### src/rtl/lsu_map_pkg.sv
// -----------------------------------------------------------------------------
// lsu_map_pkg
// Shared LSU memory-map definitions: region base/mask constants for the low
// 16 address bits, the 2-bit region code used as the read-data mux select,
// and a small helper that tests an address against one base/mask pair.
// -----------------------------------------------------------------------------
package lsu_map_pkg;

  // Region code; the numeric values are the read-data mux select encoding.
  typedef enum logic [1:0] {
    NONE  = 2'd0,
    SDRAM = 2'd1,
    OUTP  = 2'd2,
    INP   = 2'd3
  } region_e;

  // SDRAM: 0x2000-0x3FFF (addr[15:13] = 3'b001)
  localparam logic [15:0] SDRAM_BASE = 16'h2000;
  localparam logic [15:0] SDRAM_MASK = 16'hE000;
  // Output peripheral: 0x7000-0x77FF (addr[15:11] = 5'b01110)
  localparam logic [15:0] OUTP_BASE  = 16'h7000;
  localparam logic [15:0] OUTP_MASK  = 16'hF800;
  // Input peripheral (read-only): 0x7800-0x7FFF (addr[15:11] = 5'b01111)
  localparam logic [15:0] INP_BASE   = 16'h7800;
  localparam logic [15:0] INP_MASK   = 16'hF800;

  // True when the masked low address bits equal the region base.
  function automatic logic in_region(input logic [15:0] addr,
                                     input logic [15:0] base,
                                     input logic [15:0] mask);
    return ((addr & mask) == base);
  endfunction

endpackage

### src/rtl/lsu_region_cmp.sv
// -----------------------------------------------------------------------------
// lsu_region_cmp
// Pure combinational address-to-region decoder with full decode: any nonzero
// bit above bit 15 makes the address unmapped.
// Ports:
//   addr_i   : LSU byte address (ADDR_W bits, ADDR_W >= 16)
//   region_o : decoded region code (NONE when unmapped)
// -----------------------------------------------------------------------------
module lsu_region_cmp
  import lsu_map_pkg::*;
#(
  parameter int ADDR_W = 32
) (
  input  logic [ADDR_W-1:0] addr_i,
  output region_e           region_o
);

  logic        upper_zero_s;
  logic [15:0] low_s;

  assign low_s = addr_i[15:0];

  // With a 16-bit address there are no upper bits to check.
  generate
    if (ADDR_W > 16) begin : g_upper
      assign upper_zero_s = ~|addr_i[ADDR_W-1:16];
    end else begin : g_no_upper
      assign upper_zero_s = 1'b1;
    end
  endgenerate

  // Region priority is irrelevant (regions are disjoint); chain kept for clarity.
  always_comb begin
    region_o = NONE;
    if (!upper_zero_s) begin
      region_o = NONE;
    end else if (in_region(low_s, SDRAM_BASE, SDRAM_MASK)) begin
      region_o = SDRAM;
    end else if (in_region(low_s, OUTP_BASE, OUTP_MASK)) begin
      region_o = OUTP;
    end else if (in_region(low_s, INP_BASE, INP_MASK)) begin
      region_o = INP;
    end else begin
      region_o = NONE;
    end
  end

endmodule

### src/rtl/lsu_decode_buf.sv
// -----------------------------------------------------------------------------
// lsu_decode_buf
// LSU address decoder for the single-cycle core. Produces same-cycle write
// enables for the SDRAM and output-peripheral buffers, a registered read
// region select (memory reads return one cycle later), and a sticky error
// flag for writes to unmapped or read-only addresses.
// Ports:
//   i_clk, i_rst   : clock, synchronous active-high reset
//   i_lsu_addr     : LSU byte address
//   i_lsu_wren     : LSU write request
//   sdram_buf_en   : combinational SDRAM buffer write enable
//   output_buf_en  : combinational output buffer write enable
//   o_rd_sel       : previous cycle's region code (read-data mux select)
//   o_wr_err       : sticky faulting-write flag, cleared only by reset
// -----------------------------------------------------------------------------
module lsu_decode_buf
  import lsu_map_pkg::*;
#(
  parameter int ADDR_W = 32
) (
  input  logic              i_clk,
  input  logic              i_rst,
  input  logic [ADDR_W-1:0] i_lsu_addr,
  input  logic              i_lsu_wren,
  output logic              output_buf_en,
  output logic              sdram_buf_en,
  output logic [1:0]        o_rd_sel,
  output logic              o_wr_err
);

  region_e region_s;
  region_e rd_sel_q, rd_sel_d;
  logic    wr_err_q, wr_err_d;
  logic    fault_s;

  lsu_region_cmp #(
    .ADDR_W (ADDR_W)
  ) u_region_cmp (
    .addr_i   (i_lsu_addr),
    .region_o (region_s)
  );

  // Enables are gated by wren first so an unknown address cannot raise them
  // on a read cycle; they are mutually exclusive because regions are.
  assign sdram_buf_en  = i_lsu_wren & (region_s == SDRAM);
  assign output_buf_en = i_lsu_wren & (region_s == OUTP);

  // Next-state for the read select and the sticky write-error flag.
  always_comb begin
    fault_s  = i_lsu_wren & ((region_s == NONE) | (region_s == INP));
    rd_sel_d = region_s;
    wr_err_d = wr_err_q | fault_s;
  end

  // State registers; reset overrides a faulting write in the same cycle.
  always_ff @(posedge i_clk) begin
    if (i_rst) begin
      rd_sel_q <= NONE;
      wr_err_q <= 1'b0;
    end else begin
      rd_sel_q <= rd_sel_d;
      wr_err_q <= wr_err_d;
    end
  end

  assign o_rd_sel = rd_sel_q;
  assign o_wr_err = wr_err_q;

endmodule

### config.mk
export PLATFORM = sky130hd
export DESIGN_NAME = lsu_decode_buf
export DESIGN_NICKNAME = d
export VERILOG_FILES = /design/src/rtl/lsu_map_pkg.sv /design/src/rtl/lsu_region_cmp.sv /design/src/rtl/lsu_decode_buf.sv
export SDC_FILE = /design/constraint.sdc
export NUM_CORES = 1
export LEC_CHECK = 0
export ABC_AREA = 1
export BUFFER_PORTS_ARGS = -buffer_cell sky130_fd_sc_hd__buf_2
export CAP_MARGIN = 30
export CORE_AREA = 2 2 39 41
export CTS_BUF_LIST = sky130_fd_sc_hd__clkbuf_8 sky130_fd_sc_hd__clkbuf_16
export DETAILED_ROUTE_END_ITERATION = 8
export DIE_AREA = 0 0 41 43
export GPL_ROUTABILITY_DRIVEN = 0
export GPL_TIMING_DRIVEN = 0
export PLACE_DENSITY = 0.68
export SLEW_MARGIN = 0
export SYNTH_ARGS = -nofsm -noshare
export SYNTH_HDL_FRONTEND = slang
export SYNTH_SLANG_ARGS = --single-unit
### constraint.sdc
create_clock -name i_clk -period 1.2 [get_ports i_clk]
set_clock_uncertainty 0.05 [all_clocks]
set_input_delay 0.24 -clock i_clk [delete_from_list [all_inputs] [get_ports i_clk]]
set_output_delay 0.24 -clock i_clk [all_outputs]
set_load 0.03 [all_outputs]
### Yosys cells after proc, flatten, opt, wreduce, memory -nomap -nowiden

Index checks and enable logic that the tools add are counted.
Widths: inputs -> output; s select.

* register bits: 3
* bits in latches: 0
* memory bits (writable): 0
* ROM bits: 0
* input bits: 35
* output and inout port bits: 5
* logic and storage cells: 19
* memories kept: 0

* add/sub/neg operators: 0
* multipliers: 0
* div/mod/pow operators: 0
* $lt $le $gt $ge: 0
* equality and inequality tests: 6
* shifts and indexed selects: 0
* muxes and demuxes: 4
* bitwise operators: 5
* reductions and logical operators: 2

Operators by type and width (count)
* $reduce_or 16->1: 1
* $eq 5x4->1 const B: 2
* $mux 2: 4
* $eq 2x2->1 const B: 2
* $and 1x1->1: 3
* $eq 3x1->1 const B: 1
* $eq 2x1->1 const B: 1
* $logic_not 2->1: 1
* $or 1x1->1: 2

### Longest topological paths before layout

* depth in word-level cells: 9
* mapped depth: 8
* mapped depth without buffers: 8

### Hierarchy

A second synthesis with hierarchy kept.

* cells, all modules: 38
* area total of the unflattened synthesis: 217.7 um^2

Modules (own cells, without submodules)
* lsu_decode_buf: times used 1, cells an instance 16, area an instance 131.4 um^2, sequential area each 60.1 um^2
* lsu_region_cmp: times used 1, cells an instance 22, area an instance 86.3 um^2, sequential area each 0.0 um^2

### Worst setup path before layout

Ideal clock, no wire load.

* path kind: input -> output
* from: input i_lsu_addr[16]
* to: output sdram_buf_en
* data arrival time: 1.035 ns
* required time: 0.910 ns
* path slack: -0.125 ns
* cell stages on the path: 8
* buffers on the path: 0
* cells stage by stage: nor2_1 nand2_1 nor2_2 nand3_1 inv_1 ha_1 nand2_1 inv_1

* cells in the longest elaborated chain, start to end: 4

RTL lines
* start: declaration: line lsu_decode_buf.sv:23 `input logic [ADDR_W-1:0] i_lsu_addr,`
* $reduce_or 16->1: line lsu_region_cmp.sv:26 `assign upper_zero_s = ~|addr_i[ADDR_W-1:16];`
* $mux 2: line lsu_region_cmp.sv:35 `if (!upper_zero_s) begin`
* net rd_sel_d[0]: line lsu_decode_buf.sv:32 `region_e rd_sel_q, rd_sel_d;`
* $eq 2x1->1: line lsu_decode_buf.sv:45 `assign sdram_buf_en = i_lsu_wren & (region_s == SDRAM);`
* $and 1x1->1: line lsu_decode_buf.sv:45
* end: declaration: line lsu_decode_buf.sv:26 `output logic sdram_buf_en,`

The timed path passes the listed nets, and every way through them passes these cells.

### Worst setup path in the final report

* from: input i_lsu_addr[31]
* to: output sdram_buf_en

Same word-level chain as after synthesis.

==> metrics.md <==
| Metric | Value |
|---|---|
| CTS tree | built |
| Synth Area per Inst | 5.861 um^2 |
| H-Tree Depth | 1 |
| GR Overflow Total | 0 |
| Worst skew pair latency | 0.22 ns |
| Worst R2R End | o_wr_err |
| Placed cell areas | 407.9 um^2 |
| Vias in the first global route | 315 |
| Nets | 109 |
| Max IR drop VDD | ~250 uV |
| #FFs+latches synth | 3 |
| Antenna Nets Post-Route | 0 |
| Reg area | 60.06 um^2 |
| Detailed placement HPWL | 574 um |
| TritonRoute pass-1 iters | 2 |
| Post-synth cell types | 9 |
| TritonCTS Buffers | 3 |
| Total Wirelength | roughly 800 um |
| Share of cells above drive strength 1 | 78.87% |
| Starting DRT DRC Count | 1 |
| Pleak | between 0.2 and 0.3 nW |
| N_diodes | 0 |
| Total power | 493.0 uW |
| Final Setup Violations | 2 |
| Setup crit end | sdram_buf_en |
| Data arrival time of the worst path | 1.18 ns |
| Status | finished with violations |
| RSZ-0062 raised after global routing | yes |
| Commonest non-fill, non-tap cells in the layout | 19 x buf_2, 9 x buf_6, 7 x nor2_4, 5 x nand2_2 |
| Worst r2r path cells | 2 |
| Least-Margin Pin Slew | 0.1482 ns |
| Clock transition at the registers of the reported paths | 0.03 ns |
| Final period util | 122.6% |
| Number of max-cap violations | 0 |
| Final Hold Fails | 0 |
| Fillers | between 100 and 150 |
| Sinks on Clock Net | 3 |
| Starting density of the core | 16.09% |
| Via/cell ratio | between 4 and 5 |
| Cts hold-fix bufs | 0 |
| Element type at the critical path start | input pin |
| Final hold slack | 0.1538 ns |
| Final min period | around 1.5 ns |
| First-pass GRT wire length | 1048 um |
| Initial antenna violation count | 0 |
| Syn-to-layout area delta | 174.7% |
| Slew Viols, Final | 0 |
| Reg-to-Reg Start | o_wr_err |
| PD cells | 805.7 mW/mm^2 |
| Routed wire per std cell | around 9 um |
| Failing checks | setup timing |
| Finished Cell Area | 611.8 um^2 |
| Die H | 43 um |
| Synthesized area | around 220 um^2 |
| Hold/Removal Path Class | input pin to flip-flop |
| Path type of the worst setup path | input pin to primary output |
| DIE WIDTH | 41 um |
| FF-to-FF setup slack | 0.56 ns |
| Port bufs | 28 |
| Syn Nets | 75 |
| Fmax | 679.7 MHz |
| IO Count | 40 |
| Share of the yosys chip area belonging to registers | 26.97% |
| Critical Path Start | i_lsu_addr[31] |
| Max FO, Critical Path | 3 |
| Crit end category | primary output |
| Relative max-transition margin | 90.10% |
| Setup WS post-layout | -0.2713 ns |
| Die area | about 0.0018 mm^2 |
| Row count | 14 |
| Area occupied by multi-input gates | around 260 um^2 |
| Vias | approximately 360 |
| Fin Setup TNS | -0.5393 ns |
| WP data required | 0.91 ns |
| Yosys warns | 0 |
| Pin count of the biggest net entering global routing | 4 |
| Clk buf depth | 2 |
| CTS root buf | clkbuf_8 |
| Mapped Cells | 38 |
| Most common cell after layout, fill and taps aside | buf_2 |
| Total track usage | 9.009% |
| Core area | 0.001384 mm^2 |
| Drc violations | 0 |
[flip-flops by register name, summed over array words and instances, names as in the netlist]
name and flops:
o_wr_err 1, o_rd_sel 2
[layout make-up]
type / count / share of cell area (%)
clock buffer: 3 / 6.748
clock inverter: 1 / 0.6135
inverter: 6 / 3.681
multi-input combinational: 29 / 42.54
sequential: 3 / 9.816
tap: 16 / 3.272
timing repair buffer: 29 / 33.33
[metal layers]
layer / vias to the layer above / global-route usage, % / wire length [um]
met5: - / 0 / 0
met4: 0 / 6.000 / 0
met3: 0 / 3.141 / 49
met2: 15 / 16.56 / 531
met1: 165 / 7.006 / 211
li1: 181 / - / -
[power by group]
part | switching [mW] | total (mW) | internal (mW)
Clock | 0.0688 | 0.287 | 0.218
Combinational | 0.0458 | 0.102 | 0.0566
Sequential | 0.000950 | 0.104 | 0.103
[metrics by stage]
step,cells,worst slack (ns),util [%]
after floorplan,38,-0.06181,-
after global placement,82,-0.3443,29.48
after detailed placement,82,-0.3589,29.48
after CTS,87,-0.3047,36.26
after global routing,87,-0.3549,44.21
final,87,-0.2713,44.21
[worst max-delay path, stage by stage]
cell and delay [ns]:
buf_6 0.09, nor2_2 0.10, nand2_1 0.09, nor2_4 0.15
nand3_4 0.11, inv_2 0.08, ha_4 0.12, nand2_2 0.04
inv_2 0.04, buf_6 0.11
[repair_timing]
item / in CTS / in global routing
setup endpoints to repair: 3 / 3
buffers inserted: 1 / 0
resized for setup: 13 / 23
endpoints found under the hold margin: 0 / 0
pin swaps: 11 / 12
[how the worst min path moves through the flow]
stage,start,to,slack (ns),cells after the start
CTS,i_rst,o_wr_err,0.15,2
global placement,i_rst,o_wr_err,0.38,2
global route,i_rst,o_wr_err,0.16,2
finish,i_rst,o_wr_err,0.15,2
floorplan,i_rst,o_wr_err,0.26,1
detailed placement,i_rst,o_wr_err,0.38,2
[synthesized netlist by cell type]
cell     count  area, um^2
nand4_1      1       6.260
nand3_1      4       20.02
inv_1        6       22.52
nand2_1      7       26.28
dfxtp_1      3       60.06
nor2_2       2       12.51
ha_1         2       25.02
a21oi_1      1       5.000
nor2_1      12       45.04
[kinds of logic (layout without fill, tap and decap cells)]
family,after synthesis,count (layout),synth area share [%]
buffers and inverters,6,39,10.11
AND/OR/NAND/NOR,26,26,49.44
flip-flops,3,3,26.97
adder cells (fa/ha/maj),2,2,11.23
AO/OA/AOI/OAI,1,1,2.245
Note: power is estimated with default switching activity, not from simulation.
